`config.mk`:
```
export PLATFORM = sky130hd
export DESIGN_NAME = axis_detector_packer_flat
export DESIGN_NICKNAME = d
export VERILOG_FILES = /design/src/rtl/axis_detector_packer_if.sv /design/src/rtl/axis_detector_packer.sv /design/src/flat_wrapper.sv
export SDC_FILE = /design/constraint.sdc
export NUM_CORES = 2
export LEC_CHECK = 0
export CAP_MARGIN = 20
export CORE_MARGIN = 2
export CORE_UTILIZATION = 45
export CTS_CLUSTER_DIAMETER = 150
export DETAILED_ROUTE_END_ITERATION = 8
export PLACE_DENSITY_LB_ADDON = 0.25
export SLEW_MARGIN = 20
export SYNTH_ARGS = -nofsm -noshare
export SYNTH_HDL_FRONTEND = slang
export SYNTH_SLANG_ARGS = --single-unit
```
`constraint.sdc`:
```
create_clock -name aclk -period 18.87 [get_ports aclk]
set_input_delay 5.661 -clock aclk [delete_from_list [all_inputs] [get_ports aclk]]
set_output_delay 5.661 -clock aclk [all_outputs]
set_load 0.01 [all_outputs]
```
`src/rtl/axis_detector_packer_if.sv`:
```
// AXI4-Stream bundle shared by the detector packer and its neighbours.
// The monitor view serves sources that have no backpressure.
interface axis_detector_packer_if #(
    parameter int W = 64
);
    logic [W-1:0] tdata;
    logic         tvalid;
    logic         tready;
    logic         tlast;

    modport master (
        output tdata, tvalid, tlast,
        input  tready
    );

    modport slave (
        input  tdata, tvalid, tlast,
        output tready
    );

    modport monitor (
        input tdata, tvalid
    );
endinterface

```
`src/rtl/axis_detector_packer.sv`:
```
// Buffers 128-bit detector events and serialises them into a framed
// 64-bit AXI4-Stream, counting events lost to a full FIFO.
module axis_detector_packer #(
    parameter int FIFO_ADDR_WIDTH = 4
) (
    input  logic                     aclk,
    input  logic                     aresetn,
    input  logic [15:0]              cfg,
    axis_detector_packer_if.monitor  s_axis,
    axis_detector_packer_if.master   m_axis,
    output logic [31:0]              sts_drops,
    output logic [FIFO_ADDR_WIDTH:0] sts_level
);
    localparam int AW    = FIFO_ADDR_WIDTH;
    localparam int DEPTH = 1 << AW;
    localparam logic [AW:0] FULL_LVL = {1'b1, {AW{1'b0}}};

    typedef enum logic {
        BEAT_LO,
        BEAT_HI
    } beat_e;

    beat_e        phase_q;
    beat_e        phase_d;
    logic [127:0] mem [DEPTH];
    logic [AW-1:0] wr_ptr;
    logic [AW-1:0] rd_ptr;
    logic [AW:0]  count;
    logic [15:0]  pkt_cntr;
    logic [15:0]  cfg_eff;
    logic [127:0] head;
    logic         full;
    logic         push;
    logic         valid;
    logic         xfer;
    logic         pop;
    logic         last_evt;

    assign full  = (count == FULL_LVL);
    assign push  = s_axis.tvalid & ~full;
    assign head  = mem[rd_ptr];
    assign valid = (count != '0);
    assign xfer  = valid & m_axis.tready;
    assign pop   = xfer & (phase_q == BEAT_HI);

    assign cfg_eff  = (cfg == 16'd0) ? 16'd1 : cfg;
    assign last_evt = ({1'b0, pkt_cntr} + 17'd1) >= {1'b0, cfg_eff};

    // Data is forced to zero when empty so the stale head never leaks out.
    assign m_axis.tvalid = valid;
    assign m_axis.tlast  = (phase_q == BEAT_HI) & last_evt;
    assign m_axis.tdata  = !valid ? 64'd0 :
                           (phase_q == BEAT_HI) ? head[127:64] :
                           head[63:0];

    assign sts_level = count;

    always_comb begin
        phase_d = phase_q;
        if (xfer) begin
            phase_d = (phase_q == BEAT_LO) ? BEAT_HI : BEAT_LO;
        end
    end

    always_ff @(posedge aclk) begin
        if (push) begin
            mem[wr_ptr] <= s_axis.tdata;
        end
    end

    always_ff @(posedge aclk) begin
        if (!aresetn) begin
            phase_q   <= BEAT_LO;
            wr_ptr    <= '0;
            rd_ptr    <= '0;
            count     <= '0;
            pkt_cntr  <= '0;
            sts_drops <= '0;
        end else begin
            phase_q <= phase_d;
            if (push) begin
                wr_ptr <= wr_ptr + 1'b1;
            end
            if (pop) begin
                rd_ptr   <= rd_ptr + 1'b1;
                pkt_cntr <= last_evt ? 16'd0 : pkt_cntr + 16'd1;
            end
            unique case ({push, pop})
                2'b10:   count <= count + 1'b1;
                2'b01:   count <= count - 1'b1;
                default: count <= count;
            endcase
            if (s_axis.tvalid && full && (sts_drops != '1)) begin
                sts_drops <= sts_drops + 32'd1;
            end
        end
    end
endmodule

```
`src/flat_wrapper.sv`:
```
// flat-port wrapper written by rule: the top's interface ports become plain ports
module axis_detector_packer_flat 
#(
    parameter int FIFO_ADDR_WIDTH = 4
)
  (aclk, aresetn, cfg, sts_drops, sts_level, s_axis_tdata, s_axis_tvalid, m_axis_tdata, m_axis_tvalid, m_axis_tlast, m_axis_tready);
  axis_detector_packer_if #(.W(128)) s_axis_i ();
  axis_detector_packer_if #(.W(64)) m_axis_i ();
  input  logic aclk;
  input  logic aresetn;
  input  logic [15:0] cfg;
  output logic [31:0] sts_drops;
  output logic [FIFO_ADDR_WIDTH:0] sts_level;
  input wire logic [$bits(s_axis_i.tdata)-1:0] s_axis_tdata;
  input wire logic [$bits(s_axis_i.tvalid)-1:0] s_axis_tvalid;
  output wire logic [$bits(m_axis_i.tdata)-1:0] m_axis_tdata;
  output wire logic [$bits(m_axis_i.tvalid)-1:0] m_axis_tvalid;
  output wire logic [$bits(m_axis_i.tlast)-1:0] m_axis_tlast;
  input wire logic [$bits(m_axis_i.tready)-1:0] m_axis_tready;
  assign s_axis_i.tdata = s_axis_tdata;
  assign s_axis_i.tvalid = s_axis_tvalid;
  assign m_axis_tdata = m_axis_i.tdata;
  assign m_axis_tvalid = m_axis_i.tvalid;
  assign m_axis_tlast = m_axis_i.tlast;
  assign m_axis_i.tready = m_axis_tready;
  axis_detector_packer #(.FIFO_ADDR_WIDTH(FIFO_ADDR_WIDTH)) u_core (.aclk(aclk), .aresetn(aresetn), .cfg(cfg), .s_axis(s_axis_i), .m_axis(m_axis_i), .sts_drops(sts_drops), .sts_level(sts_level));
endmodule
```
==> flow_metrics.py <==
metrics = {
    "critical_path": {
        "slowest_stage": "and3_1",
        "critical_path_class": "in -> out",
        "path_max_fanout": 22,
        "arrival_ns": 8.79,
        "cpMostUsedCell": "clkdlybuf4s50_1",
        "crit_chain": "clkdlybuf4s50_1 > nor4_1 > a41o_1 > ha_1 > inv_1 > a21oi_1 > o311ai_0 > and3_1 > nor2b_1 > clkdlybuf4s50_1",
        "cp-start-kind": "primary input",
        "required_ns": 13.21,
        "endpoint_kind": "primary output",
        "cpPeakStageDelay_ns": 0.73,
    },
    "clocking": {
        "ctsResizeCount": 0,
        "cts_num_sinks": 2114,
        "clk_latency_ns": 0.84,
        "holdBufCountCts": 0,
        "htreeDepth": 4,
        "cts-root-buf": "clkbuf_16",
        "cts_tree": "built",
        "cts_made_buffers": 210,
        "clk_pin_slew_ns": 0.06,
        "cts_setup_buffers": 0,
        "clock_path_buffers": 3,
    },
    "outcome": {
        "status": "complete, no violations",
    },
    "timing": {
        "rsz0062_at_grt": "false",
        "fin_skew_ns": 0.02816,
        "setup_tns_ns": 0,
        "hold_viol_final": 0,
        "period_minus_slack_ns": 14.46,
        "fin_hold_ws_ns": 0.4830,
        "fin_crit_sh": 0.7660,
        "slew_headroom": 0.3064,
        "tightest_slew_ns": 1.040,
        "fmax_ghz": 0.06918,
        "finalMaxSlewViolations": 0,
        "finalSetupViolations": 0,
    },
    "floorplanning": {
        "die_h_microns": 430.0,
        "rows": 156,
        "die_area_sq_mm": 0.1849,
        "fp.dieW_microns": 430.0,
        "core_area_sq_mm": 0.1805,
        "io_pins": 251,
        "initial_utilization": 0.4523,
    },
    "power": {
        "p_leak_uw": 0.02812,
        "ir_drop_uv": 82.90,
        "switching_power_uw": 2078,
        "p_clk_frac": 0.413,
        "p_comb_frac": 0.054,
        "p_int_uw": 7750,
        "seqPwrFrac": 0.532,
        "power_density_mw_per_mm2": 104.7,
        "switching_share": 0.2115,
    },
    "route": {
        "num_vias": 37920,
        "drc": 0,
        "drtIter0Drc": 3377,
        "ant_nets": 0,
        "drt_pre_antenna_iters": 7,
        "routed_wl_microns": 189100,
        "via_per_inst": 5.844,
        "post_drt_wl_per_cell_microns": 29.15,
    },
    "synth": {
        "synth_edf_count": 2048,
        "ys_async_sr_fraction": 0,
        "ys_ff_latch": 2114,
        "avgSynthCellArea_sq_um": 22.72,
        "netlist_area_sq_mm": 0.08166,
        "synth_top_area_frac": 0.7531,
        "yosys-top-cells-area": "edfxtp_1 75%, mux4_2 17%, dfxtp_1 1.6%",
        "synth_cell_type_count": 51,
        "synthCells": 3594,
        "synth_fp_nets": 3770,
        "synth_top_cell_by_area": "edfxtp_1",
        "ys.flop_type": "edfxtp_1",
        "yosysWarningCount": 0,
        "yosysSeqAreaShare": 0.7693,
        "synthMostInstantiatedCell": "edfxtp_1",
        "ys_top_cells_by_count": "2048 x edfxtp_1, 599 x mux4_2, 125 x nor2_1",
    },
    "global_route": {
        "grt_usage": 0.2048,
        "grt.overflow.total": 0,
        "antenna_found_initial": 44,
        "grt_pass1_wl_microns": 274000,
        "grt_pass1_vias": 39020,
        "grt_max_degree": 147,
    },
    "placed_design": {
        "placement.io_buffers": 250,
        "routabilityCongestion": 0.7353,
        "dp_hpwl_microns": 97950,
    },
    "finish": {
        "syn2layout_area_growth_pct": 14.94,
        "drive_above_1_share": 0.2426,
        "fin_nets": 4119,
    },
    "hold_path": {
        "hold_path.class": "reg -> reg",
    },
    "job": {
        "drv_cap": 0,
    },
}
## cells in the final DEF, fill, tap and decap left out, types with 32 or more instances in the layout
master / count
inv_1: 32
nand2_1: 45
edfxtp_1: 2048
mux4_2: 599
clkbuf_1: 43
clkdlybuf4s50_1: 250
dfxtp_1: 61
a21oi_1: 69
clkbuf_16: 210
clkinv_2: 35
clkinv_1: 48
mux2i_1: 76
a211oi_1: 71
nor2_1: 113
nor2b_1: 45
buf_4: 67
## path summary, 6_finish.rpt
| check | depth (start not counted) | from | to | slack [ns] |
|---|---|---|---|---|
| min reg2reg | 2 | u_core.pkt_cntr[11] | u_core.pkt_cntr[11] | 0.48 |
| max | 10 | cfg[9] | m_axis_tlast | 4.41 |
| max reg2reg | 8 | u_core.sts_level[0] | u_core.mem[10][81] | 14.56 |
| min | 2 | u_core.pkt_cntr[11] | u_core.pkt_cntr[11] | 0.48 |
## power by group through the flow
stage	Clock [uW]	Combinational, uW	Sequential, uW
final	4060	534	5230
after global routing	4340	574	5230
after CTS	4150	548	5230
after detailed placement	0	546	5330
after global placement	0	541	5330
after floorplan	0	278	5330
## state kept, by name, summed over array words and instances, names as in the netlist, named ones only
signal and flops:
u_core.wr_ptr 4, u_core.mem 2048, u_core.sts_drops 32, u_core.pkt_cntr 16, u_core.phase_q 1, u_core.rd_ptr 4, u_core.sts_level 5
## cell type report
class | instances | area, sq um
Clock buffer | 253 | 5416
Clock inverter | 125 | 1313
Multi-Input combinational cell | 1254 | 17920
Tap cell | 2370 | 2965
Inverter | 33 | 123.9
Sequential cell | 2114 | 62840
Timing Repair Buffer | 330 | 3256
Antenna cell | 10 | 25.02
Fill cell | 13880 | 86690
## routing by layer
metal,global-route usage,vias up,part of all wire
met5,0,-,0.0011
met4,0.05478,32,0.023
met1,0.2791,20500,0.41
met3,0.04214,304,0.064
met2,0.3382,1157,0.50
li1,-,15930,-
## critical path, delay by kind of cell
family | cells | cell delay [ns]
AOI/OAI and AO/OA | 3 | 0.64
adders and majority gates | 1 | 0.22
buffers and inverters | 3 | 1.00
and+or+nand+nor | 3 | 1.27
## logic make-up after synthesis
family | count (synthesis) | synth area share
and+or+nand+nor | 332 | 0.01990
AOI/OAI and AO/OA | 170 | 0.01391
DFF | 2114 | 0.7693
xor gates and xnor gates | 49 | 0.005256
adders and majority gates | 28 | 0.004382
muxes | 675 | 0.1745
buffers and inverters | 226 | 0.01270
## per-stage QoR
stage	setup slack (ns)	instance area (sq um)	util	power, uW	instances
CTS	4.415	93800	0.5195	9932	6478
finish	4.415	93860	0.5198	9828	6489
global placement	4.404	87050	0.4821	5870	6099
global route	4.219	93840	0.5197	10150	6482
floorplan	3.111	81660	-	5610	3594
detailed placement	4.409	87070	0.4823	5877	6100
(Power assumes the default switching activity.)
